File: config.mk
export PLATFORM = sky130hd
export DESIGN_NAME = trap_ctrl
export DESIGN_NICKNAME = d
export VERILOG_FILES = /design/src/rtl/trap_ctrl.sv
export SDC_FILE = /design/constraint.sdc
export NUM_CORES = 1
export LEC_CHECK = 0
export ABC_AREA = 1
export BUFFER_PORTS_ARGS = -buffer_cell sky130_fd_sc_hd__buf_2
export CAP_MARGIN = 20
export CORE_MARGIN = 2
export CORE_UTILIZATION = 45
export DETAILED_ROUTE_END_ITERATION = 8
export GPL_ROUTABILITY_DRIVEN = 0
export GPL_TIMING_DRIVEN = 0
export PLACE_DENSITY = 0.79
export SLEW_MARGIN = 20
export SYNTH_ARGS = -nofsm -noshare
export SYNTH_HDL_FRONTEND = slang
export SYNTH_SLANG_ARGS = --single-unit
File: constraint.sdc
create_clock -name clk -period 2.8 [get_ports clk]
set_clock_uncertainty 0.1 [all_clocks]
set_input_delay 0.56 -clock clk [delete_from_list [all_inputs] [get_ports clk]]
set_output_delay 0.56 -clock clk [all_outputs]
set_load 0.01 [all_outputs]
File: src/rtl/trap_ctrl.sv
// Trap/interrupt initiator at the commit stage: picks exceptions, MRET or interrupts,
// pulses the CSR unit, flushes the pipeline and redirects fetch through a valid/ack handshake.
module trap_ctrl #(
    parameter int SYNC_STAGES = 2,
    parameter bit VECTORED_EN = 1'b1
) (
    input  logic        clk,
    input  logic        reset,
    input  logic        ext_irq_async,
    input  logic        timer_irq,
    input  logic        global_int_enable,
    input  logic [31:0] mie,
    input  logic [31:0] mtvec,
    input  logic [31:0] mepc,
    input  logic        commit_valid,
    input  logic [31:0] commit_next_pc,
    input  logic        exc_valid,
    input  logic [3:0]  exc_cause,
    input  logic [31:0] exc_pc,
    input  logic        mret_valid,
    output logic        trap_taken,
    output logic [31:0] trap_cause,
    output logic [31:0] trap_pc,
    output logic        mret_taken,
    output logic        pipe_flush,
    output logic        redirect_valid,
    output logic [31:0] redirect_pc,
    input  logic        redirect_ack,
    output logic        irq_pending
);

    typedef enum logic [1:0] {IDLE, TRAP, MRET, REDIR} state_e;

    state_e                 state_q, state_d;
    logic [SYNC_STAGES-1:0] sync_q;
    logic [31:0]            cause_q, cause_d;
    logic [31:0]            epc_q, epc_d;
    logic                   is_irq_q, is_irq_d;
    logic [31:0]            rpc_q, rpc_d;

    logic        ext_sync, meip, mtip;
    logic [31:0] vec_base, vec_pc;
    logic        vec_hit;
    logic        unused;

    assign unused = ^{mie[31:12], mie[10:8], mie[6:0]};

    assign ext_sync    = sync_q[SYNC_STAGES-1];
    assign meip        = ext_sync & mie[11];
    assign mtip        = timer_irq & mie[7];
    assign irq_pending = (meip | mtip) & global_int_enable;

    // Only interrupts may vector; exceptions always land on the base address.
    assign vec_base = {mtvec[31:2], 2'b00};
    assign vec_hit  = VECTORED_EN && is_irq_q && (mtvec[1:0] == 2'b01);
    assign vec_pc   = vec_hit ? vec_base + {26'h0, cause_q[3:0], 2'b00} : vec_base;

    assign trap_cause  = cause_q;
    assign trap_pc     = epc_q;
    assign redirect_pc = rpc_q;

    always_ff @(posedge clk or posedge reset) begin
        if (reset) begin
            state_q  <= IDLE;
            sync_q   <= '0;
            cause_q  <= '0;
            epc_q    <= '0;
            is_irq_q <= 1'b0;
            rpc_q    <= '0;
        end else begin
            state_q  <= state_d;
            sync_q   <= {sync_q[SYNC_STAGES-2:0], ext_irq_async};
            cause_q  <= cause_d;
            epc_q    <= epc_d;
            is_irq_q <= is_irq_d;
            rpc_q    <= rpc_d;
        end
    end

    always_comb begin
        state_d        = state_q;
        cause_d        = cause_q;
        epc_d          = epc_q;
        is_irq_d       = is_irq_q;
        rpc_d          = rpc_q;
        trap_taken     = 1'b0;
        mret_taken     = 1'b0;
        pipe_flush     = 1'b0;
        redirect_valid = 1'b0;
        unique case (state_q)
            IDLE: begin
                if (exc_valid) begin
                    cause_d  = {28'h0, exc_cause};
                    epc_d    = exc_pc;
                    is_irq_d = 1'b0;
                    state_d  = TRAP;
                end else if (mret_valid) begin
                    state_d = MRET;
                end else if (irq_pending && commit_valid) begin
                    // An interrupt is only taken on a retiring instruction so epc is precise.
                    cause_d  = meip ? 32'h8000_000B : 32'h8000_0007;
                    epc_d    = commit_next_pc;
                    is_irq_d = 1'b1;
                    state_d  = TRAP;
                end
            end
            TRAP: begin
                trap_taken = 1'b1;
                pipe_flush = 1'b1;
                rpc_d      = vec_pc;
                state_d    = REDIR;
            end
            MRET: begin
                mret_taken = 1'b1;
                pipe_flush = 1'b1;
                rpc_d      = mepc;
                state_d    = REDIR;
            end
            REDIR: begin
                redirect_valid = 1'b1;
                pipe_flush     = 1'b1;
                if (redirect_ack) state_d = IDLE;
            end
            default: state_d = IDLE;
        endcase
    end

endmodule
==> flow_summary_export.csv, run 1 <==
group,metric,value,unit
detailed_routing,drt_iter0_drc,241,
placement,hpwl,11.73,mm
critical_path,crit_arrival,2.55,ns
finish,nFillCells,1004,
floorplanning,start_util,45.96,%
finish,final_util,61.47,%
timing,maxSlewViolCount,0,
yosys,avgSynthCellArea,6.935,sq um
finish,final_common_cell,"nand2_1",
yosys,synth-compound-area-share,8.808,%
clock_network,clock_latency,0.35,ns
clock_network,clock-root-buffer,"clkbuf_8",
clock_network,cts_buffers,9,
yosys,synthSimpleGateAreaFrac,37.76,%
yosys,ys_seq_elements,73,
yosys,ys_types,37,
timing,setup_viol,0,
timing,relSlewSlack,59.98,%
yosys,synthCells,678,
yosys,synthXorXnorAreaFrac,0.1863,%
global_route,grt_pass1_wl,23.27,mm
finish,areaGrowthSynthToFinish,33.74,%
floorplanning,coreArea,10230,sq um
yosys,async_flop_share,100.0,%
yosys,ys.flop_type,"dfrtp_1",
detailed_routing,vias,5189,
timing,post-route-min-period,2.423,ns
clock_network,cts_setup_buffers,0,
run_status,outcome,"finished, final reports clean",
critical_path,r2r-start,"trap_cause[0]",
finish,postLayoutCellArea,6289,sq um
placement,placed_area,6076,sq um
detailed_routing,viasPerCell,4.836,
yosys,synthAdderAreaFrac,2.821,%
clock_network,htreeDepth,3,
floorplanning,dieHeight,106.2,microns
yosys,yosysWarningCount,0,
yosys,synth_edf_count,0,
yosys,seq_area_frac_synth,38.85,%
finish,drive_gt1_share,30.98,%
critical_path,worst_setup_path_start_kind,"flip-flop",
detailed_routing,detail-route-antenna-nets,0,
job,drv_cap,0,
critical_path,rr_endpoint,"redirect_pc[16]",
clock_network,cts_tree,"done",
global_route,grt_max_degree,52,
global_route,antenna_found_initial,1,
hold_path,hp-class,"in -> async",
timing,min_period_over_period,86.53,%
yosys,synth_top_family_by_area,"simple AND/OR/NAND/NOR gates",
finish,multiInputGateArea,2432,sq um
detailed_routing,first_pass_iters,5,
detailed_routing,post_drt_wl_per_cell,13.63,microns
power_and_ir_drop,finalPower,6.099,mW
critical_path,r2r_setup_slack,0.38,ns
power_and_ir_drop,peakVddDrop,0.4278,mV
critical_path,cp_data_required_time,2.92,ns
finish,seqCellArea,1827,sq um
floorplanning,std_cell_rows,37,
global_route,grt_use_total,26.23,%
placement,io_buffers,215,
critical_path,crit_path_end_kind,"flip-flop",
finish,mostFrequentLayoutCells,"253 x nand2_1, 221 x buf_2, 73 x nor2_1, 73 x dfrtp_1, 55 x nand3_1",
critical_path,critPathMaxFanout,4,
floorplanning,dieArea,11280,sq um
power_and_ir_drop,p_per_area,969.9,nW/um^2
global_route,grt_pass1_vias,4837,
critical_path,ff2ff_path_depth,10,
critical_path,path_class,"reg -> reg",
timing,setup_tns,0,ns
timing,fmax,0.4127,GHz
finish,nets,1114,
clock_network,cts_hold_buf,0,
detailed_routing,drc,0,
floorplanning,io_pins,274,
timing,tightest_slew,0.6003,ns
yosys,syn_area,4702,sq um
power_and_ir_drop,power.leakage,3.537,nW
floorplanning,fp.dieW,106.2,microns
clock_network,path_clk_slew,0.09,ns
timing,grt_setup_unrepaired,"no",
clock_network,clock_sinks,73,
global_route,overflow,0,
detailed_routing,totalWireLength,14.62,mm
timing,hold_violations,0,
clock_network,post_cts.resized_instances,0,
clock_network,cts_buffer_depth,2,
yosys,synth_mux_area_share,0,%
==> cells by family after synthesis <==
family	count (synthesis)
buffers and inverters	111
other	1
flip-flops	73
adder cells (fa/ha/maj)	10
AND/OR/NAND/NOR	414
XOR/XNOR	1
AO/OA/AOI/OAI	68
==> cells in the mapped netlist (all sizes together) (2+ instances only) <==
cell type | instances | area, sq um
clkbuf | 15 | 56.30
ha | 9 | 112.6
o22ai | 2 | 12.51
nand3b | 3 | 35.03
o221ai | 2 | 17.52
o21bai | 2 | 15.01
o21ai | 15 | 75.07
buf | 38 | 266.5
nor3 | 5 | 46.30
nand3 | 55 | 275.3
a31oi | 32 | 200.2
dfrtp | 73 | 1827
clkinv | 4 | 15.01
nand4 | 13 | 81.33
a21oi | 9 | 45.04
o211ai | 3 | 22.52
nand2 | 257 | 984.7
nor2 | 81 | 352.8
inv | 54 | 202.7
==> state kept, by name, indices dropped and copies added, names as in the netlist <==
name         cells
state_q          2
sync_q           2
trap_cause       5
trap_pc         32
redirect_pc     32
==> final cells by class <==
| cell class | instances | share of cell area, % |
|---|---|---|
| buffer | 53 | 5.133 |
| multi-input combinational | 520 | 38.68 |
| inverter | 58 | 3.502 |
| clock inverter | 6 | 1.154 |
| sequential | 73 | 29.05 |
| timing repair buffer | 216 | 17.55 |
| tap | 136 | 2.706 |
| clock buffer | 10 | 2.189 |
| antenna | 1 | 0.03979 |
==> power by group <==
| part | switching, mW | internal (mW) |
|---|---|---|
| logic | 2.09 | 1.23 |
| clock network | 0.453 | 0.446 |
| registers | 0.291 | 1.59 |
| total | 2.83 | 3.27 |
==> worst max-delay path by stage <==
| stage | startpoint | end | cells after the start |
|---|---|---|---|
| after floorplan | reset | redirect_pc[0] | 1 |
| after global placement | reset | trap_pc[0] | 2 |
| after detailed placement | mtvec[2] | redirect_pc[18] | 11 |
| after CTS | trap_cause[0] | redirect_pc[18] | 10 |
| after global routing | trap_cause[0] | redirect_pc[16] | 10 |
| final | trap_cause[0] | redirect_pc[16] | 10 |
==> critical path: stages (launching register included) <==
cell      delay [ns]
dfrtp_1         0.41
ha_1            0.22
fa_1            0.39
inv_1           0.09
nor2_1          0.05
nor2_1          0.36
nor2_2          0.10
nand2_1         0.12
nor2_1          0.09
o211ai_1        0.26
nand3_1         0.10
==> per-layer routing <==
layer | part of all wire, % | global-route usage [%] | vias to the layer above
met5 | 0 | 0 | -
met4 | 2.7 | 9.774 | 0
met3 | 7.3 | 5.763 | 31
met2 | 50 | 46.89 | 198
met1 | 40 | 30.63 | 2331
li1 | - | - | 2629
==> metrics by stage <==
| stage | cells | hold WS (ns) | setup WS (ns) |
|---|---|---|---|
| global route | 1073 | 0.05914 | 0.2260 |
| CTS | 1072 | 0.05479 | 0.3812 |
| finish | 1073 | 0.06067 | 0.3771 |
| detailed placement | 1056 | 0.2424 | 0.09760 |
| global placement | 1055 | 0.2318 | -0.6563 |
| floorplan | 704 | 0.2312 | 0.2867 |
(Power assumes the default switching activity.)
==> inputs of run 2 (changes only) <==
clock period = 2.4 ns   (was 2.8 ns; I/O delays follow)
==> run 2 against run 1 <==
Clock power grew 17%. First-iteration DRC count rose by 38%. Critical path depth is the same. Via count down 0.48%. Hold slack lost 0.024 ns. Cell count did not move. Non-clock buffer count increased by 1. Register-to-register slack got worse by 0.21 ns. Critical path type unchanged. Largest cell class unchanged. Highest routed layer unchanged.
==> flow_summary_export.csv, run 2 (synthesis gave the netlist of run 1 again) <==
group,metric,value,unit
detailed_routing,drc,0,
detailed_routing,first_pass_iters,4,
finish,diodes,0,
timing,post-route-min-period,2.233,ns
hold_path,hp-class,"in -> async",
global_route,grt_pass1_wl,23.49,mm
detailed_routing,detail-route-antenna-nets,0,
global_route,grt_pass1_vias,4897,
floorplanning,fp.dieW,106.2,microns
detailed_routing,viasPerCell,4.813,
clock_network,clock_latency,0.35,ns
finish,final_common_cell,"nand2_1",
clock_network,cts_tree,"done",
placement,hpwl,11.81,mm
clock_network,cts_buffers,9,
finish,nets,1115,
finish,nFillCells,1007,
power_and_ir_drop,combPwrFrac,54.6,%
clock_network,post_cts.resized_instances,1,
power_and_ir_drop,finalPower,7.159,mW
floorplanning,coreArea,10230,sq um
critical_path,worst_setup_path_start_kind,"flip-flop",
global_route,grt_use_total,26.25,%
placement,post-place-cells,1057,
finish,seqCellArea,1827,sq um
clock_network,cts_setup_buffers,0,
critical_path,r2r_setup_slack,0.17,ns
timing,maxSlewViolCount,0,
critical_path,rr_endpoint,"redirect_pc[18]",
timing,tightest_slew,0.6111,ns
critical_path,cp_data_required_time,2.53,ns
finish,final_cells,1073,
timing,fmax,0.4478,GHz
job,drv_cap,0,
finish,drive_gt1_share,31.38,%
detailed_routing,vias,5164,
finish,areaGrowthSynthToFinish,34.38,%
floorplanning,dieArea,11280,sq um
critical_path,path_class,"reg -> reg",
critical_path,ff2ff_path_depth,10,
power_and_ir_drop,netSwitchingPower,3.335,mW
clock_network,clock-root-buffer,"clkbuf_8",
run_status,outcome,"finished, final reports clean",
clock_network,cts_hold_buf,0,
power_and_ir_drop,p_seq_share,30.8,%
global_route,antenna_found_initial,0,
placement,io_buffers,215,
critical_path,crit_arrival,2.36,ns
floorplanning,io_pins,274,
timing,grt_setup_unrepaired,"no",
clock_network,clock_sinks,73,
finish,mostFrequentLayoutCells,"252 x nand2_1, 221 x buf_2, 73 x dfrtp_1, 72 x nor2_1, 55 x nand3_1",
power_and_ir_drop,p_per_area,1133,nW/um^2
global_route,overflow,0,
clock_network,htreeDepth,3,
power_and_ir_drop,power_switching_share,46.59,%
timing,setup_viol,0,
critical_path,crit_path_end_kind,"flip-flop",
timing,relSlewSlack,59.26,%
power_and_ir_drop,peakVddDrop,0.4907,mV
power_and_ir_drop,power_frac_clock,14.6,%
global_route,grt_max_degree,32,
clock_network,path_clk_slew,0.09,ns
floorplanning,std_cell_rows,37,
detailed_routing,drt_iter0_drc,332,
clock_network,cts_buffer_depth,2,
critical_path,critPathMaxFanout,5,
finish,multiInputGateArea,2442,sq um
timing,hold_violations,0,
critical_path,r2r-start,"trap_cause[0]",
timing,min_period_over_period,93.04,%
floorplanning,dieHeight,106.2,microns
detailed_routing,post_drt_wl_per_cell,13.83,microns
floorplanning,start_util,45.96,%
power_and_ir_drop,p_int,3.824,mW
power_and_ir_drop,power.leakage,3.548,nW
detailed_routing,totalWireLength,14.84,mm
## run 2: cell type report
| type | instances | share of cell area (%) |
|---|---|---|
| inverter | 58 | 3.505 |
| sequential | 73 | 28.91 |
| clock inverter | 6 | 1.149 |
| clock buffer | 10 | 2.178 |
| tap | 136 | 2.693 |
| buffer | 53 | 5.129 |
| multi-input combinational | 520 | 38.65 |
| timing repair buffer | 217 | 17.78 |
## run 2: metal layers
metal | vias to the layer above | routed length (microns) | GRT usage (%)
met2 | 214 | 7628 | 47.44
met5 | - | 0 | 0
li1 | 2627 | - | -
met4 | 0 | 293 | 8.835
met1 | 2300 | 5786 | 30.88
met3 | 23 | 1132 | 5.334
## run 2: critical path, cell delays in order (launching register included)
cell	delay, ns
dfrtp_1	0.41
ha_1	0.22
fa_1	0.39
inv_1	0.09
nor2_1	0.07
nor2_4	0.17
nor2_2	0.08
nand2_2	0.11
nor2_1	0.08
o211ai_1	0.25
nand3_1	0.13
## run 2: worst max path at each step
stage	start	slack [ns]	depth (start not counted)	end
after global routing	trap_cause[0]	0.05	10	redirect_pc[18]
after detailed placement	mtvec[2]	-0.31	11	redirect_pc[18]
after floorplan	mtvec[2]	0.25	10	redirect_pc[18]
final	trap_cause[0]	0.17	10	redirect_pc[18]
after global placement	mtvec[2]	-0.27	11	redirect_pc[18]
after CTS	trap_cause[0]	0.03	10	redirect_pc[18]
## run 2: per-stage QoR
| step | setup TNS (ns) | instance area, sq um | hold slack (ns) | worst slack (ns) | util, % |
|---|---|---|---|---|---|
| CTS | 0 | 6310 | 0.04469 | 0.02924 | 61.67 |
| finish | 0 | 6319 | 0.03649 | 0.1670 | 61.76 |
| floorplan | 0 | 4803 | 0.2312 | 0.2504 | - |
| global placement | -0.7727 | 6050 | 0.2337 | -0.2696 | 59.13 |
| detailed placement | -0.9995 | 6097 | 0.2371 | -0.3051 | 59.59 |
| global route | 0 | 6319 | 0.06525 | 0.04552 | 61.76 |
## run 2: power groups by stage
stage                     sequential, mW  clock [mW]  combinational, mW
after floorplan                     2.47           0               2.14
final                               2.21        1.05               3.91
after detailed placement            2.21           0               3.92
after global placement              2.20           0               3.84
after CTS                           2.21        1.06               3.93
after global routing                2.29        1.11               4.40
==> inputs of run 3 (changes only) <==
CTS_CLUSTER_SIZE = 16   (was default)
PLACE_DENSITY = 0.88   (was 0.79)
==> run 3 against run 2 <==
Utilization hardly changed. Sequential share of layout area hardly changed. Combinational power hardly changed. Via count is 1.7% higher. Critical path depth stayed put. First-iteration DRC count is 1.2% lower. Cell count stayed put. Die area stayed put. Total power is 0.56% higher. Critical path type unchanged. Largest cell class unchanged. Largest power group unchanged.
==> flow_summary_export.csv, run 3 (synthesis gave the netlist of run 1 again) <==
group,metric,value,unit
clock_network,cts_tree,"done",
clock_network,htreeDepth,3,
hold_path,hp-class,"in -> async",
timing,setup_viol,0,
detailed_routing,first_pass_iters,5,
detailed_routing,vias,5252,
placement,place_ws,-0.2861,ns
timing,grt_setup_unrepaired,"no",
power_and_ir_drop,power_frac_clock,15.2,%
finish,drive_gt1_share,31.16,%
timing,setup_ws,0.1416,ns
placement,hpwl,11.93,mm
power_and_ir_drop,p_int,3.892,mW
clock_network,cts_hold_buf,0,
critical_path,r2r_setup_slack,0.14,ns
timing,finalHoldWorstSlack,0.03708,ns
global_route,grt_pass1_vias,4853,
finish,diodes,0,
floorplanning,io_pins,274,
global_route,grt_use_total,26.03,%
clock_network,cts_buffer_depth,2,
finish,nets,1115,
critical_path,crit_path_frequent_cell,"nor2_1",
power_and_ir_drop,p_seq_share,30.6,%
job,drv_cap,0,
run_status,outcome,"finished, final reports clean",
finish,areaGrowthSynthToFinish,34.33,%
timing,fmax,0.4428,GHz
detailed_routing,drt_iter0_drc,328,
critical_path,worst_setup_path_start_kind,"flip-flop",
detailed_routing,totalWireLength,14.77,mm
floorplanning,coreArea,10230,sq um
floorplanning,fp.dieW,106.2,microns
finish,final_cells,1073,
critical_path,crit_path_end_kind,"flip-flop",
timing,post-route-min-period,2.258,ns
timing,maxSlewViolCount,0,
clock_network,path_clk_slew,0.09,ns
timing,tightest_slew,0.5803,ns
timing,min_period_over_period,94.10,%
clock_network,clock_latency,0.35,ns
floorplanning,dieHeight,106.2,microns
critical_path,worst_path_max_delay_cell,"dfrtp_1",
floorplanning,start_util,45.96,%
critical_path,critPathMaxFanout,5,
power_and_ir_drop,power_switching_share,45.93,%
placement,io_buffers,215,
power_and_ir_drop,power.leakage,3.547,nW
global_route,grt_max_degree,31,
clock_network,cts_buffers,9,
power_and_ir_drop,netSwitchingPower,3.307,mW
critical_path,critPathBufInv,1,
finish,final_common_cell,"nand2_1",
clock_network,clock-root-buffer,"clkbuf_8",
placement,post-place-cells,1057,
critical_path,crit_chain,"ha_1, fa_1, inv_1, nor2_1, nor2_4, nor2_2, nand2_1, nor2_1, o211ai_1, nand3_1",
power_and_ir_drop,peakVddDrop,0.5012,mV
timing,relSlewSlack,61.31,%
timing,hold_violations,0,
critical_path,cp_data_required_time,2.52,ns
power_and_ir_drop,p_per_area,1140,nW/um^2
floorplanning,dieArea,11280,sq um
finish,mostFrequentLayoutCells,"253 x nand2_1, 221 x buf_2, 73 x dfrtp_1, 72 x nor2_1, 55 x nand3_1",
floorplanning,std_cell_rows,37,
power_and_ir_drop,combPwrFrac,54.2,%
critical_path,crit_family,"simple AND/OR/NAND/NOR gates",
clock_network,clock_sinks,73,
critical_path,crit_arrival,2.38,ns
critical_path,path_class,"reg -> reg",
global_route,grt_pass1_wl,23.07,mm
detailed_routing,drc,0,
detailed_routing,viasPerCell,4.895,
detailed_routing,detail-route-antenna-nets,0,
global_route,antenna_found_initial,1,
detailed_routing,post_drt_wl_per_cell,13.76,microns
critical_path,cp_slowest_stage_delay,0.41,ns
global_route,overflow,0,
==> run 3: changes by cell type in the layout (fill, tap and decap cells not counted), sizes merged <==
cell | before | now
bufinv | 1 | 2
inv | 55 | 54
==> run 3: stage by stage <==
step / instance area (sq um) / power [mW] / setup TNS [ns] / utilization, %
after floorplan: 4803 / 4.613 / 0 / -
after global placement: 6050 / 6.015 / -0.6399 / 59.13
after detailed placement: 6090 / 6.143 / -1.192 / 59.52
after CTS: 6310 / 7.255 / 0 / 61.67
after global routing: 6316 / 7.825 / 0 / 61.73
final: 6316 / 7.199 / 0 / 61.73
==> run 3: repair_timing <==
item,4_1_cts,5_1_grt
buffers inserted,0,0
resized for setup,1,3
setup endpoints to repair,2,11
==> run 3: final timing paths <==
check                         startpoint         endpoint  cells after the start
min reg2reg                    sync_q[0]        sync_q[1]                      0
min in group clk           ext_irq_async        sync_q[0]                      1
min                                reset       trap_pc[5]                      2
max in group asynchronous          reset    trap_cause[3]                      3
max                        trap_cause[0]  redirect_pc[18]                     10
max reg2reg                trap_cause[0]  redirect_pc[18]                     10
==> run 3: layout make-up <==
cell class                      instances  area, sq um
Fill cell                             971         3915
Multi-Input combinational cell        520         2440
Sequential cell                        73         1827
Timing Repair Buffer                  217         1116
Buffer                                 53        324.1
Inverter                               58        221.5
Tap cell                              136        170.2
Clock buffer                           10        127.6
Clock inverter                          6        90.09
==> run 3: power by group through the flow <==
| stage | clock (mW) | sequential [mW] | combinational (mW) |
|---|---|---|---|
| final | 1.10 | 2.20 | 3.90 |
| after global routing | 1.16 | 2.28 | 4.38 |
| after CTS | 1.11 | 2.20 | 3.94 |
| after detailed placement | 0 | 2.22 | 3.92 |
| after global placement | 0 | 2.20 | 3.81 |
| after floorplan | 0 | 2.47 | 2.14 |
==> run 3: routing by layer <==
layer | track usage (%) | vias up | routed length, microns
li1 | - | 2622 | -
met1 | 28.94 | 2354 | 5450
met4 | 10.15 | 2 | 461
met2 | 48.08 | 239 | 7590
met5 | 0 | - | 11
met3 | 5.641 | 35 | 1253
